## config.mk

```make
export PLATFORM = sky130hd
export DESIGN_NAME = led_share_arbiter
export DESIGN_NICKNAME = d
export VERILOG_FILES = /design/src/rtl/led_share_arbiter.sv
export SDC_FILE = /design/constraint.sdc
export NUM_CORES = 1
export LEC_CHECK = 0
export ABC_AREA = 1
export CAP_MARGIN = 20
export CELL_PAD_IN_SITES_DETAIL_PLACEMENT = 0
export CELL_PAD_IN_SITES_GLOBAL_PLACEMENT = 1
export CORE_MARGIN = 4
export CORE_UTILIZATION = 49
export CTS_CLUSTER_SIZE = 12
export DETAILED_ROUTE_END_ITERATION = 6
export GPL_ROUTABILITY_DRIVEN = 0
export PLACE_DENSITY_LB_ADDON = 0.1
export SETUP_SLACK_MARGIN = 0.5
export SYNTH_ARGS = -nofsm -noshare
export SYNTH_HDL_FRONTEND = slang
export SYNTH_SLANG_ARGS = --single-unit
```

## constraint.sdc

```tcl
create_clock -name i_Clk -period 3.1 [get_ports i_Clk]
set_clock_uncertainty 0.2 [all_clocks]
set_input_delay 0.62 -clock i_Clk [delete_from_list [all_inputs] [get_ports i_Clk]]
set_output_delay 0.62 -clock i_Clk [all_outputs]
set_load 0.1 [all_outputs]
```

## src/rtl/led_share_arbiter.sv

```systemverilog
// led_share_arbiter: lends the single board LED to one of two debounced
// switches at a time. Each press posts a one-deep request; a round-robin
// arbiter grants the LED for HOLD_CYCLES. Switch 1 owns a solid LED,
// switch 2 owns a blinking LED.
module led_share_arbiter #(
  parameter int unsigned DEBOUNCE_LIMIT = 250000,
  parameter int unsigned HOLD_CYCLES    = 25000000,
  parameter int unsigned BLINK_HALF     = 3125000
) (
  input  logic i_Clk,
  input  logic i_Reset,
  input  logic i_Switch_1,
  input  logic i_Switch_2,
  output logic o_LED_1,
  output logic o_Grant_1,
  output logic o_Grant_2,
  output logic o_Busy
);

  // Counter widths; a limit of 1 still needs a one-bit register.
  localparam int unsigned DW = (DEBOUNCE_LIMIT > 1) ? $clog2(DEBOUNCE_LIMIT) : 1;
  localparam int unsigned HW = (HOLD_CYCLES    > 1) ? $clog2(HOLD_CYCLES)    : 1;
  localparam int unsigned BW = (BLINK_HALF     > 1) ? $clog2(BLINK_HALF)     : 1;

  localparam logic [DW-1:0] DB_LAST    = DW'(DEBOUNCE_LIMIT - 1);
  localparam logic [HW-1:0] HOLD_LAST  = HW'(HOLD_CYCLES - 1);
  localparam logic [BW-1:0] BLINK_LAST = BW'(BLINK_HALF - 1);

  typedef enum logic [1:0] {
    IDLE,
    GRANT_1,
    GRANT_2
  } state_e;

  // Bit 0 belongs to switch 1, bit 1 to switch 2 throughout.
  logic [1:0]         sw_raw;
  logic [1:0]         meta_q;
  logic [1:0]         sync_q;
  logic [1:0]         deb_q;
  logic [1:0]         deb_d;
  logic [1:0]         deb_prev_q;
  logic [1:0]         press_q;
  logic [1:0][DW-1:0] db_cnt_q;
  logic [1:0][DW-1:0] db_cnt_d;

  logic [1:0]         pend_q;
  logic [1:0]         start_d;
  logic               last2_q;
  state_e             state_q;
  logic [HW-1:0]      hold_q;
  logic [BW-1:0]      blink_q;
  logic               led_q;
  logic               grant1_q;
  logic               grant2_q;
  logic               busy_q;

  assign sw_raw = {i_Switch_2, i_Switch_1};

  // Two-flop synchroniser per switch.
  always_ff @(posedge i_Clk) begin
    if (i_Reset) begin
      meta_q <= '0;
      sync_q <= '0;
    end else begin
      meta_q <= sw_raw;
      sync_q <= meta_q;
    end
  end

  // Debounce: accept a new level only after DEBOUNCE_LIMIT consecutive
  // differing samples; any agreeing sample restarts the count.
  always_comb begin
    deb_d    = deb_q;
    db_cnt_d = '0;
    for (int unsigned i = 0; i < 2; i++) begin
      if (sync_q[i] != deb_q[i]) begin
        if (db_cnt_q[i] == DB_LAST) begin
          deb_d[i] = sync_q[i];
        end else begin
          db_cnt_d[i] = db_cnt_q[i] + 1'b1;
        end
      end
    end
  end

  // Debounced level, its previous value, and the registered press pulse.
  always_ff @(posedge i_Clk) begin
    if (i_Reset) begin
      deb_q      <= '0;
      db_cnt_q   <= '0;
      deb_prev_q <= '0;
      press_q    <= '0;
    end else begin
      deb_q      <= deb_d;
      db_cnt_q   <= db_cnt_d;
      deb_prev_q <= deb_q;
      press_q    <= deb_q & ~deb_prev_q;
    end
  end

  // Round-robin pick from IDLE; on a tie the switch not served last wins.
  always_comb begin
    start_d = '0;
    if (state_q == IDLE) begin
      if (pend_q[0] && pend_q[1]) begin
        if (last2_q) begin
          start_d[0] = 1'b1;
        end else begin
          start_d[1] = 1'b1;
        end
      end else if (pend_q[0]) begin
        start_d[0] = 1'b1;
      end else if (pend_q[1]) begin
        start_d[1] = 1'b1;
      end
    end
  end

  // Grant FSM with pending flags, hold/blink timers and registered outputs.
  // Outputs are loaded alongside the state so they line up with it exactly.
  always_ff @(posedge i_Clk) begin
    if (i_Reset) begin
      state_q  <= IDLE;
      pend_q   <= '0;
      last2_q  <= 1'b1;
      hold_q   <= '0;
      blink_q  <= '0;
      led_q    <= 1'b0;
      grant1_q <= 1'b0;
      grant2_q <= 1'b0;
      busy_q   <= 1'b0;
    end else begin
      // Granting clears the flag even if a new press arrives the same cycle.
      pend_q <= (pend_q | press_q) & ~start_d;
      unique case (state_q)
        IDLE: begin
          if (start_d[0]) begin
            state_q  <= GRANT_1;
            last2_q  <= 1'b0;
            hold_q   <= '0;
            blink_q  <= '0;
            led_q    <= 1'b1;
            grant1_q <= 1'b1;
            busy_q   <= 1'b1;
          end else if (start_d[1]) begin
            state_q  <= GRANT_2;
            last2_q  <= 1'b1;
            hold_q   <= '0;
            blink_q  <= '0;
            led_q    <= 1'b1;
            grant2_q <= 1'b1;
            busy_q   <= 1'b1;
          end
        end
        GRANT_1, GRANT_2: begin
          if (hold_q == HOLD_LAST) begin
            state_q  <= IDLE;
            hold_q   <= '0;
            blink_q  <= '0;
            led_q    <= 1'b0;
            grant1_q <= 1'b0;
            grant2_q <= 1'b0;
            busy_q   <= 1'b0;
          end else begin
            hold_q <= hold_q + 1'b1;
            if (state_q == GRANT_2) begin
              if (blink_q == BLINK_LAST) begin
                blink_q <= '0;
                led_q   <= ~led_q;
              end else begin
                blink_q <= blink_q + 1'b1;
              end
            end
          end
        end
        default: begin
          state_q  <= IDLE;
          led_q    <= 1'b0;
          grant1_q <= 1'b0;
          grant2_q <= 1'b0;
          busy_q   <= 1'b0;
        end
      endcase
    end
  end

  assign o_LED_1   = led_q;
  assign o_Grant_1 = grant1_q;
  assign o_Grant_2 = grant2_q;
  assign o_Busy    = busy_q;

endmodule
```

## Word-level counts from Yosys, hierarchy flattened

Cells that the tools add are included.

| operators by class | value |
|---|---|
| add/subtract/negate cells | 4 |
| equal/unequal tests | 15 |
| multiplexer cells | 34 |
| bitwise gates (word level) | 8 |
| reduce and logical (&&, ||, !) cells | 16 |

Operators by type and width:

| operator | count |
|---|---|
| $mux W22 | 5 |
| $mux W25 | 3 |
| $pmux W25 S2 | 1 |
| $pmux W22 S2 | 1 |
| $add A18 B1 Y18 const B | 2 |
| $eq A18 B18 Y1 const B | 2 |
| $add A25 B1 Y25 const B | 1 |
| $eq A25 B25 Y1 const B | 1 |
| $add A22 B1 Y22 const B | 1 |
| $eq A22 B22 Y1 const B | 1 |
| $mux W1 | 14 |
| $reduce_and A2 Y1 | 6 |
| $mux W2 | 5 |
| $ne A3 B3 Y1 const B | 3 |
| $reduce_and A3 Y1 | 3 |
| $ne A2 B2 Y1 const B | 4 |
| $pmux W1 S2 | 4 |
| $reduce_or A3 Y1 | 2 |
| $and A2 B2 Y2 | 2 |
| $not A2 Y2 | 2 |
| $pmux W2 S2 | 1 |
| $reduce_bool A2 Y1 | 2 |
| $not A1 Y1 | 3 |
| $eq A2 B1 Y1 const B | 1 |
| 6 further kinds | 7 |

| storage, ports and cells | value |
|---|---|
| bits in registers | 102 |
| input bits | 4 |
| output and inout bits | 4 |
| logic and storage cells | 94 |

## Logic depth before layout (Yosys ltp)

Gate-level depths: netlist of the first run.

| logic depth | value |
|---|---|
| word-level depth | 7 |
| mapped depth | 13 |
| mapped depth without buffers | 13 |

## Least setup slack after synthesis of the first run

Ideal clock, no wire load.

| path | value |
|---|---|
| path kind | reg-to-reg |
| start point | register state_q[0] |
| end point | register hold_q[22] |
| library setup time | 0.070 ns |
| data arrival time | 1.724 ns |
| data required time | 2.830 ns |
| setup slack | 1.107 ns |
| cell stages (with the launch flop) | 12 |
| buffers on the path | 0 |
| period minus slack after synthesis | 1.993 ns |
| cell sequence | dfxtp_1 inv_1 ha_1 inv_2 nand2_1 nand2_2 clkinv_2 nand2_1 nand2_2 inv_1 nand2_1 a21oi_1 |

| between the ends | value |
|---|---|
| cells in the longest elaborated chain, start to end | 4 |
| elaborated cells on any way between the ends | 10 |

Ends and longest elaborated chain:

| item | line | RTL |
|---|---|---|
| start: declaration | 49 | `state_e state_q;` |
| start signal: assignment | 123 | `state_q <= IDLE;` |
| start signal: assignment | 138 | `state_q <= GRANT_1;` |
| start signal: assignment | 146 | `state_q <= GRANT_2;` |
| $logic_not A2 Y1, or another cell as far along | 104, 135 |  |
| $mux W2 or $reduce_or A2 Y1 (tied branches) | 104, 135 |  |
| $mux W25, or another cell as far along | 137 | `if (start_d[0]) begin` |
| $pmux W25 S2 or $reduce_and A2 Y1 (tied branches) | -- |  |
| end signal: assignment | 165 | `hold_q <= hold_q + 1'b1;` |
| end: declaration | 50 | `logic [HW-1:0] hold_q;` |

Several ways; a longest one is shown, not always the timed one.
A chain may end at the register's enable or synchronous reset.

## Worst setup path in the final report of the first run

Ends and elaborated chain as after synthesis.

==> metrics.txt, run 1 <==
result of the run finished, final reports clean; # clock sinks approximately 100; Residual DRC 0; number of endpoints with negative hold slack in the final report 0; total number of vias roughly 5000; non-filler instance count after layout slightly below 1000; flop and latch count out of synthesis approximately 100; count of buffers from port buffering 7; required time at the worst-slack endpoint 3180 ps; cell type contributing the most total cell area after synthesis sky130_fd_sc_hd__dfxtp_1; area fraction of the dominant cell type after synthesis 0.376; average wire length per cell after detail routing about 12 um; # nets final between 800 and 900; Leakage Power between 2 and 2.5 nW; post-synthesis compound-gate area fraction 0.0558; crit-path cells inv_1, ha_1, inv_2, nand2_1, nand2_2, inv_4, nand2_1, nand2_4, inv_1, nand2_1, a21oi_1; family with the most delay on the worst path simple AND/OR/NAND/NOR gates; number of vias per cell after detailed routing around 5.1; storage element area between 2000 and 2500 um^2; post-synthesis mux area share 0; Worst Path Arrival about 2400 ps; relative area change from synthesis to final layout 7.00%; die width ~110 um; class of the tightest hold or removal check reg2reg; Placed Cells ~970; Fmax 426 MHz; Synth Area in Simple Gates 0.416; worst setup path startpoint state_q[0]$_SDFFE_PP0P_; highest fanout seen on the critical path 19; clock buffer count from CTS 9; Top FF cell, synth sky130_fd_sc_hd__dfxtp_1; wire length of the first global-routing pass between 20000 and 25000 um; clock tree from TritonCTS yes; adder-cell area share of the yosys netlist 0.0184; average instance area after synthesis 6.55 um^2; area taken by multi-input logic gates 2890 um^2; sequential cell area fraction in the yosys report 0.376; total standard cell area after synthesis between 5000 and 6000 um^2; min setup slack post-route 751 ps; proportion of layout cells with a drive suffix above 1 0.0619; initial antenna violation count 0; Critical Path Source Type register; Clock Root Buffer sky130_fd_sc_hd__clkbuf_8; portion of total power attributed to the clock network 0.392; XOR/XNOR share of the synthesized area 0.0387; Reg clk slew, reported paths about 100 ps; number of diodes 0; final setup violation count 0; number of cells on the worst reg-to-reg path 11; clock latency on the worst-skew pair roughly 390 ps; Die Footprint approximately 13000 um^2; setup repair after global routing missed its margin no; cell with the most instances on the worst path sky130_fd_sc_hd__nand2_1; area of the core region between 10000 and 15000 um^2; number of flops mapped to enable cells by yosys 0; maximum VDD drop approximately 0.37 mV; dominant combinational cell family by area after synthesis simple AND/OR/NAND/NOR gates; ranking of synthesized cells by area sky130_fd_sc_hd__dfxtp_1, sky130_fd_sc_hd__nand2_1, sky130_fd_sc_hd__nor2_1, sky130_fd_sc_hd__inv_1, sky130_fd_sc_hd__nand3_1; worst slew slack as a fraction of its limit 0.563; Remaining Overflow, GRT 0; final total negative setup slack 0 ps; power density over cell area ~380 nW/um^2; initial standard-cell utilization of the core 0.501; die span in y approximately 110 um; switch share 0.226; maximum number of pins on one net before global-route repair 24; setup slack, reg-to-reg ~750 ps; final number of max-transition violations 0; count of fill cells added during filler insertion roughly 1100; Combinational Power Share 0.016; synthesized instance count just over 800; fraction of registers with async set or reset after synthesis 0; number of H-tree levels 3; net count of the mapped netlist 841; total of warnings raised by yosys 0; CP Capture Type register; initial DRC count around 330; Max-Cap Viols 0; shortest period the worst path allows approximately 2300 ps; number of rows created at floorplan 38; share of power burned in registers 0.592; category of the most critical setup path reg2reg; I/O Pins 8; number of different library cells in the post-synthesis netlist 38; internal portion of total power 0.00172 W; endpoint of the most critical setup path hold_q[22]$_SDFFE_PP0P_; Detailed Place HPWL approximately 8700 um; startpoint of the worst-slack reg-to-reg timing path state_q[0]$_SDFFE_PP0P_; most frequent standard cell in the layout excluding fill and tap cells sky130_fd_sc_hd__nand2_1; number of global-route vias before repair 4535; Initial DRT Pass Iterations 5; Worst Max-Slew Pin Slew around 650 ps; max incr delay on CP between 400 and 500 ps; capture point of the worst reg-to-reg path hold_q[22]$_SDFFE_PP0P_; share of the clock period used by the worst path 0.758; Buf/Inv on CP 4; number of nets with antenna violations after routing 0; gr usage total 0.196; sum of routed wire length over all layers between 10000 and 15000 um; worst-case setup slack after placement 511 ps; commonest cells after routing, fill and taps aside sky130_fd_sc_hd__nand2_1, sky130_fd_sc_hd__nor2_1, sky130_fd_sc_hd__inv_1; power dissipated by switching net loads 0.000501 W; depth of the critical timing path with buffers and inverters included 11; buffers from clock root to sink, at most 2; master of the slowest instance on the critical path sky130_fd_sc_hd__ha_1
==> stage by stage <==
step	hold WS, ps	instance area, um^2	total power, W	util
after detailed placement	186	5600	0.00138	0.517
after CTS	201	5800	0.00226	0.535
after floorplan	173	5430	0.00137	-
after global placement	179	5600	0.00138	0.517
after global routing	219	5810	0.00231	0.536
final	197	5810	0.00222	0.536
==> cells in the mapped netlist, types with 4 or more instances <==
library cell,instances
sky130_fd_sc_hd__nand2_1,191
sky130_fd_sc_hd__nor2_1,167
sky130_fd_sc_hd__inv_1,105
sky130_fd_sc_hd__dfxtp_1,102
sky130_fd_sc_hd__nand3_1,49
sky130_fd_sc_hd__nor3_1,46
sky130_fd_sc_hd__a21oi_1,29
sky130_fd_sc_hd__xor2_1,21
sky130_fd_sc_hd__nand4_1,20
sky130_fd_sc_hd__o21ai_0,17
sky130_fd_sc_hd__ha_1,8
sky130_fd_sc_hd__nor4_1,8
sky130_fd_sc_hd__or2_2,6
sky130_fd_sc_hd__buf_2,5
sky130_fd_sc_hd__nand2_2,5
sky130_fd_sc_hd__clkbuf_1,4
sky130_fd_sc_hd__nor2_2,4
==> state kept, by name, summed over array words and instances (netlist names) <==
register    flops
o_LED_1         1
pend_q          2
meta_q          2
state_q         2
deb_q           2
hold_q         25
sync_q          2
last2_q         1
o_Grant_2       1
o_Grant_1       1
db_cnt_q       36
press_q         2
blink_q        22
o_Busy          1
deb_prev_q      2
==> how the worst min path moves through the flow <==
stage                                   from                     to  slack, ps  depth (start not counted)
floorplan           deb_prev_q[1]$_SDFF_PP0_  press_q[1]$_SDFF_PP0_        170                          1
global placement    deb_prev_q[0]$_SDFF_PP0_  press_q[0]$_SDFF_PP0_        180                          1
detailed placement  deb_prev_q[1]$_SDFF_PP0_  press_q[1]$_SDFF_PP0_        190                          1
CTS                 deb_prev_q[1]$_SDFF_PP0_  press_q[1]$_SDFF_PP0_        200                          1
global route        deb_prev_q[1]$_SDFF_PP0_  press_q[1]$_SDFF_PP0_        220                          1
finish              deb_prev_q[1]$_SDFF_PP0_  press_q[1]$_SDFF_PP0_        200                          1
==> cell families (layout without fill, tap and decap cells) <==
group	after synthesis	in the layout
adders and majority gates	8	8
AOI/OAI and AO/OA	56	56
DFF	102	102
xor gates and xnor gates	24	24
buffers and inverters	125	136
and+or+nand+nor	514	514
==> power groups by stage <==
stage	Sequential [W]	Combinational, W	Clock [W]
3_3_place_gp	0.00134	0.0000350	0
3_5_place_dp	0.00134	0.0000356	0
6_report	0.00131	0.0000354	0.000871
5_1_grt	0.00132	0.0000405	0.000954
4_1_cts	0.00131	0.0000361	0.000906
2_1_floorplan	0.00134	0.0000228	0
==> area by class of cell <==
cell class | count | share of cell area
tap | 140 | 0.0301
multi-input combinational | 602 | 0.497
inverter | 110 | 0.0724
timing repair buffer | 11 | 0.0155
clock buffer | 11 | 0.0243
clock inverter | 4 | 0.00947
sequential | 102 | 0.351
==> repair_timing <==
item                       CTS  global route
resized for setup            1             2
pin swaps                    0             0
setup endpoints to repair    1            23
hold buffers                 0             0
setup buffers                0             0
==> worst reg2reg max path: cells and delay by family, from the launching register on <==
kind	cells	cell delay (ps)
and+or+nand+nor	5	650
adders and majority gates	1	440
AOI/OAI and AO/OA	1	40
buffers and inverters	4	540
DFF	1	370
==> per-layer routing <==
metal  vias up  routed length [um]  GRT usage
met4         0                 134     0.0609
met1      2241                5830      0.260
met3        10                 466     0.0460
li1       2642                   -          -
met2        77                5340      0.316
met5         -                   0          0
No activity file was read; power rests on OpenSTA's default activity.
==> run 2: changes to the inputs <==
--- a/config.mk
+++ b/config.mk
@@ -10,7 +10,7 @@
 export CELL_PAD_IN_SITES_DETAIL_PLACEMENT = 0
 export CELL_PAD_IN_SITES_GLOBAL_PLACEMENT = 1
 export CORE_MARGIN = 4
-export CORE_UTILIZATION = 49
+export CORE_UTILIZATION = 41
 export CTS_CLUSTER_SIZE = 12
 export DETAILED_ROUTE_END_ITERATION = 6
 export GPL_ROUTABILITY_DRIVEN = 0
==> constraint.sdc (replaced) <==
create_clock -name i_Clk -period 2.12 [get_ports i_Clk]
set_clock_uncertainty 0.2 [all_clocks]
set_input_delay 0.424 -clock i_Clk [delete_from_list [all_inputs] [get_ports i_Clk]]
set_output_delay 0.424 -clock i_Clk [all_outputs]
set_load 0.1 [all_outputs]
==> run 2 against run 1 <==
Count of clock-buffer cells in the layout down 2. Sequential share of layout area shrank 8.1 points. Core utilization up 7.9 points. Flip-flop and latch count stayed put. Global-route usage up 0.73 points.
==> metrics.txt, run 2 (synthesized netlist as in run 1, its figures left out) <==
I/O Pins 8; Detailed Place HPWL around 9500 um; crit-path cells ha_4, inv_2, nor2_1, nand2_1, nor2_4, nand2_4, nand3_4, nand2_8, buf_12, buf_4, nand2_1, a21oi_2; Placed Cells 1011; gr usage total 0.203; share of the clock period used by the worst path 0.885; startpoint of the worst-slack reg-to-reg timing path hold_q[0]$_SDFFE_PP0P_; count of fill cells added during filler insertion 1149; initial DRC count a little over 300; final setup violation count 0; maximum number of pins on one net before global-route repair 38; Reg clk slew, reported paths around 70 ps; count of buffers from port buffering 7; Leakage Power around 2.9 nW; # clock sinks between 100 and 150; shortest period the worst path allows roughly 1900 ps; Tot Pwr roughly 0.0037 W; # nets final 938; count of hold-fix buffers inserted at cts 0; final number of max-transition violations 0; CP Capture Type register; category of the most critical setup path reg2reg; wire length of the first global-routing pass 24500 um; average wire length per cell after detail routing ~14 um; cell with the most instances on the worst path sky130_fd_sc_hd__nand2_1; number of endpoints with negative hold slack in the final report 0; number of nets with antenna violations after routing 0; Worst Max-Slew Pin Slew about 520 ps; family with the most delay on the worst path simple AND/OR/NAND/NOR gates; number of rows created at floorplan 41; relative area change from synthesis to final layout 44.7%; Max-Cap Viols 0; area of the core region ~13000 um^2; Buf/Inv on CP 3; Remaining Overflow, GRT 0; Worst Path Arrival around 1900 ps; die span in y between 100 and 150 um; maximum VDD drop between 0.4 and 0.5 mV; worst slew slack as a fraction of its limit 0.655; Initial DRT Pass Iterations 4; clock buffer count from CTS 9; clock tree from TritonCTS yes; number of global-route vias before repair 5174; clock latency on the worst-skew pair ~350 ps; setup repair after global routing missed its margin yes; most frequent standard cell in the layout excluding fill and tap cells sky130_fd_sc_hd__nand2_1; Met2 Routed Length between 7000 and 8000 um; largest register by flop count db_cnt_q; power density over cell area between 400 and 500 nW/um^2; capture point of the worst reg-to-reg path blink_q[5]$_SDFFE_PP0P_; highest fanout seen on the critical path 5; Critical Path Source Type register; registers with the most flip-flops db_cnt_q x36, hold_q x25, blink_q x22; worst-case setup slack after placement roughly 67 ps; required time at the worst-slack endpoint ~2200 ps; worst hold path cell count 1; number of H-tree levels 3; initial antenna violation count 0; max incr delay on CP around 370 ps; number of cells on the worst reg-to-reg path 12; number of vias per cell after detailed routing approximately 5.0; hold path endpoint press_q[1]$_SDFF_PP0_; setup slack, reg-to-reg 240 ps; class of the tightest hold or removal check reg2reg; total number of vias between 5000 and 6000; initial standard-cell utilization of the core 0.425; proportion of layout cells with a drive suffix above 1 0.369; Die Footprint approximately 15000 um^2; die width between 100 and 150 um; final total negative setup slack 0 ps; max FFs per register 36; commonest cells after routing, fill and taps aside sky130_fd_sc_hd__nand2_1, sky130_fd_sc_hd__nor2_1, sky130_fd_sc_hd__inv_1; Fmax 533 MHz; Met1 Wirelength just over 7000 um; number of diodes 0; master of the slowest instance on the critical path sky130_fd_sc_hd__dfxtp_2; Residual DRC 0; Clock Root Buffer sky130_fd_sc_hd__clkbuf_16; min setup slack post-route 243 ps; share of the core filled with cells 0.615; buffers from clock root to sink, at most 2; non-filler instance count after layout approximately 1100; sum of routed wire length over all layers around 15000 um; met3 wirelength from detailed routing about 450 um; Worst Hold Launch deb_prev_q[1]$_SDFF_PP0_; result of the run finished, final reports clean; uppermost signal routing layer after detailed routing met4
-- run 2: per-layer routing --
layer	track usage	up-vias
li1	-	2851
met1	0.281	2603
met2	0.323	65
met3	0.0357	15
met4	0.0644	0
met5	0	-
-- run 2: how the worst max path moves through the flow --
stage | depth (start not counted) | start | to
final | 12 | hold_q[0]$_SDFFE_PP0P_ | blink_q[5]$_SDFFE_PP0P_
after global routing | 12 | hold_q[0]$_SDFFE_PP0P_ | blink_q[7]$_SDFFE_PP0P_
after CTS | 13 | hold_q[1]$_SDFFE_PP0P_ | blink_q[13]$_SDFFE_PP0P_
after detailed placement | 5 | i_Reset | db_cnt_q[16]$_SDFF_PP0_
after global placement | 5 | i_Reset | db_cnt_q[16]$_SDFF_PP0_
after floorplan | 11 | state_q[1]$_SDFFE_PP0P_ | hold_q[19]$_SDFFE_PP0P_
-- run 2: through the flow --
step / hold WS (ps) / cell area, um^2
after floorplan: 173 / 5590
after global placement: 185 / 5970
after detailed placement: 183 / 5970
after CTS: 194 / 7170
after global routing: 210 / 7860
final: 188 / 7860
-- run 2: power breakdown --
group / switching (W) / internal, W
clock network: 0.000766 / 0.000920
logic: 0.0000633 / 0.0000414
registers: 0.00000399 / 0.00191
total: 0.000833 / 0.00287
-- run 2: layout make-up --
cell class / instances / area [um^2] / area share
inverter: 110 / 460 / 0.0586
timing repair inverter: 1 / 16.3 / 0.00207
timing repair buffer: 93 / 900 / 0.115
clock buffer: 9 / 225 / 0.0287
sequential: 102 / 2120 / 0.270
clock inverter: 7 / 72.6 / 0.00924
multi-input combinational: 609 / 3840 / 0.489
tap: 172 / 215 / 0.0274
-- run 2: what timing repair did --
| action | CTS | global route |
|---|---|---|
| gates cloned | 9 | 0 |
| setup endpoints to repair | 91 | 91 |
| setup buffers | 43 | 24 |
| pin swaps | 28 | 55 |
| resized for setup | 117 | 155 |
-- run 2: worst register-to-register path, stage by stage, from the launching register on --
cell and delay, ps:
sky130_fd_sc_hd__dfxtp_2 370, sky130_fd_sc_hd__ha_4 150, sky130_fd_sc_hd__inv_2 40, sky130_fd_sc_hd__nor2_1 100, sky130_fd_sc_hd__nand2_1 100, sky130_fd_sc_hd__nor2_4 110, sky130_fd_sc_hd__nand2_4 90, sky130_fd_sc_hd__nand3_4 120
sky130_fd_sc_hd__nand2_8 90, sky130_fd_sc_hd__buf_12 140, sky130_fd_sc_hd__buf_4 130, sky130_fd_sc_hd__nand2_1 80, sky130_fd_sc_hd__a21oi_2 60
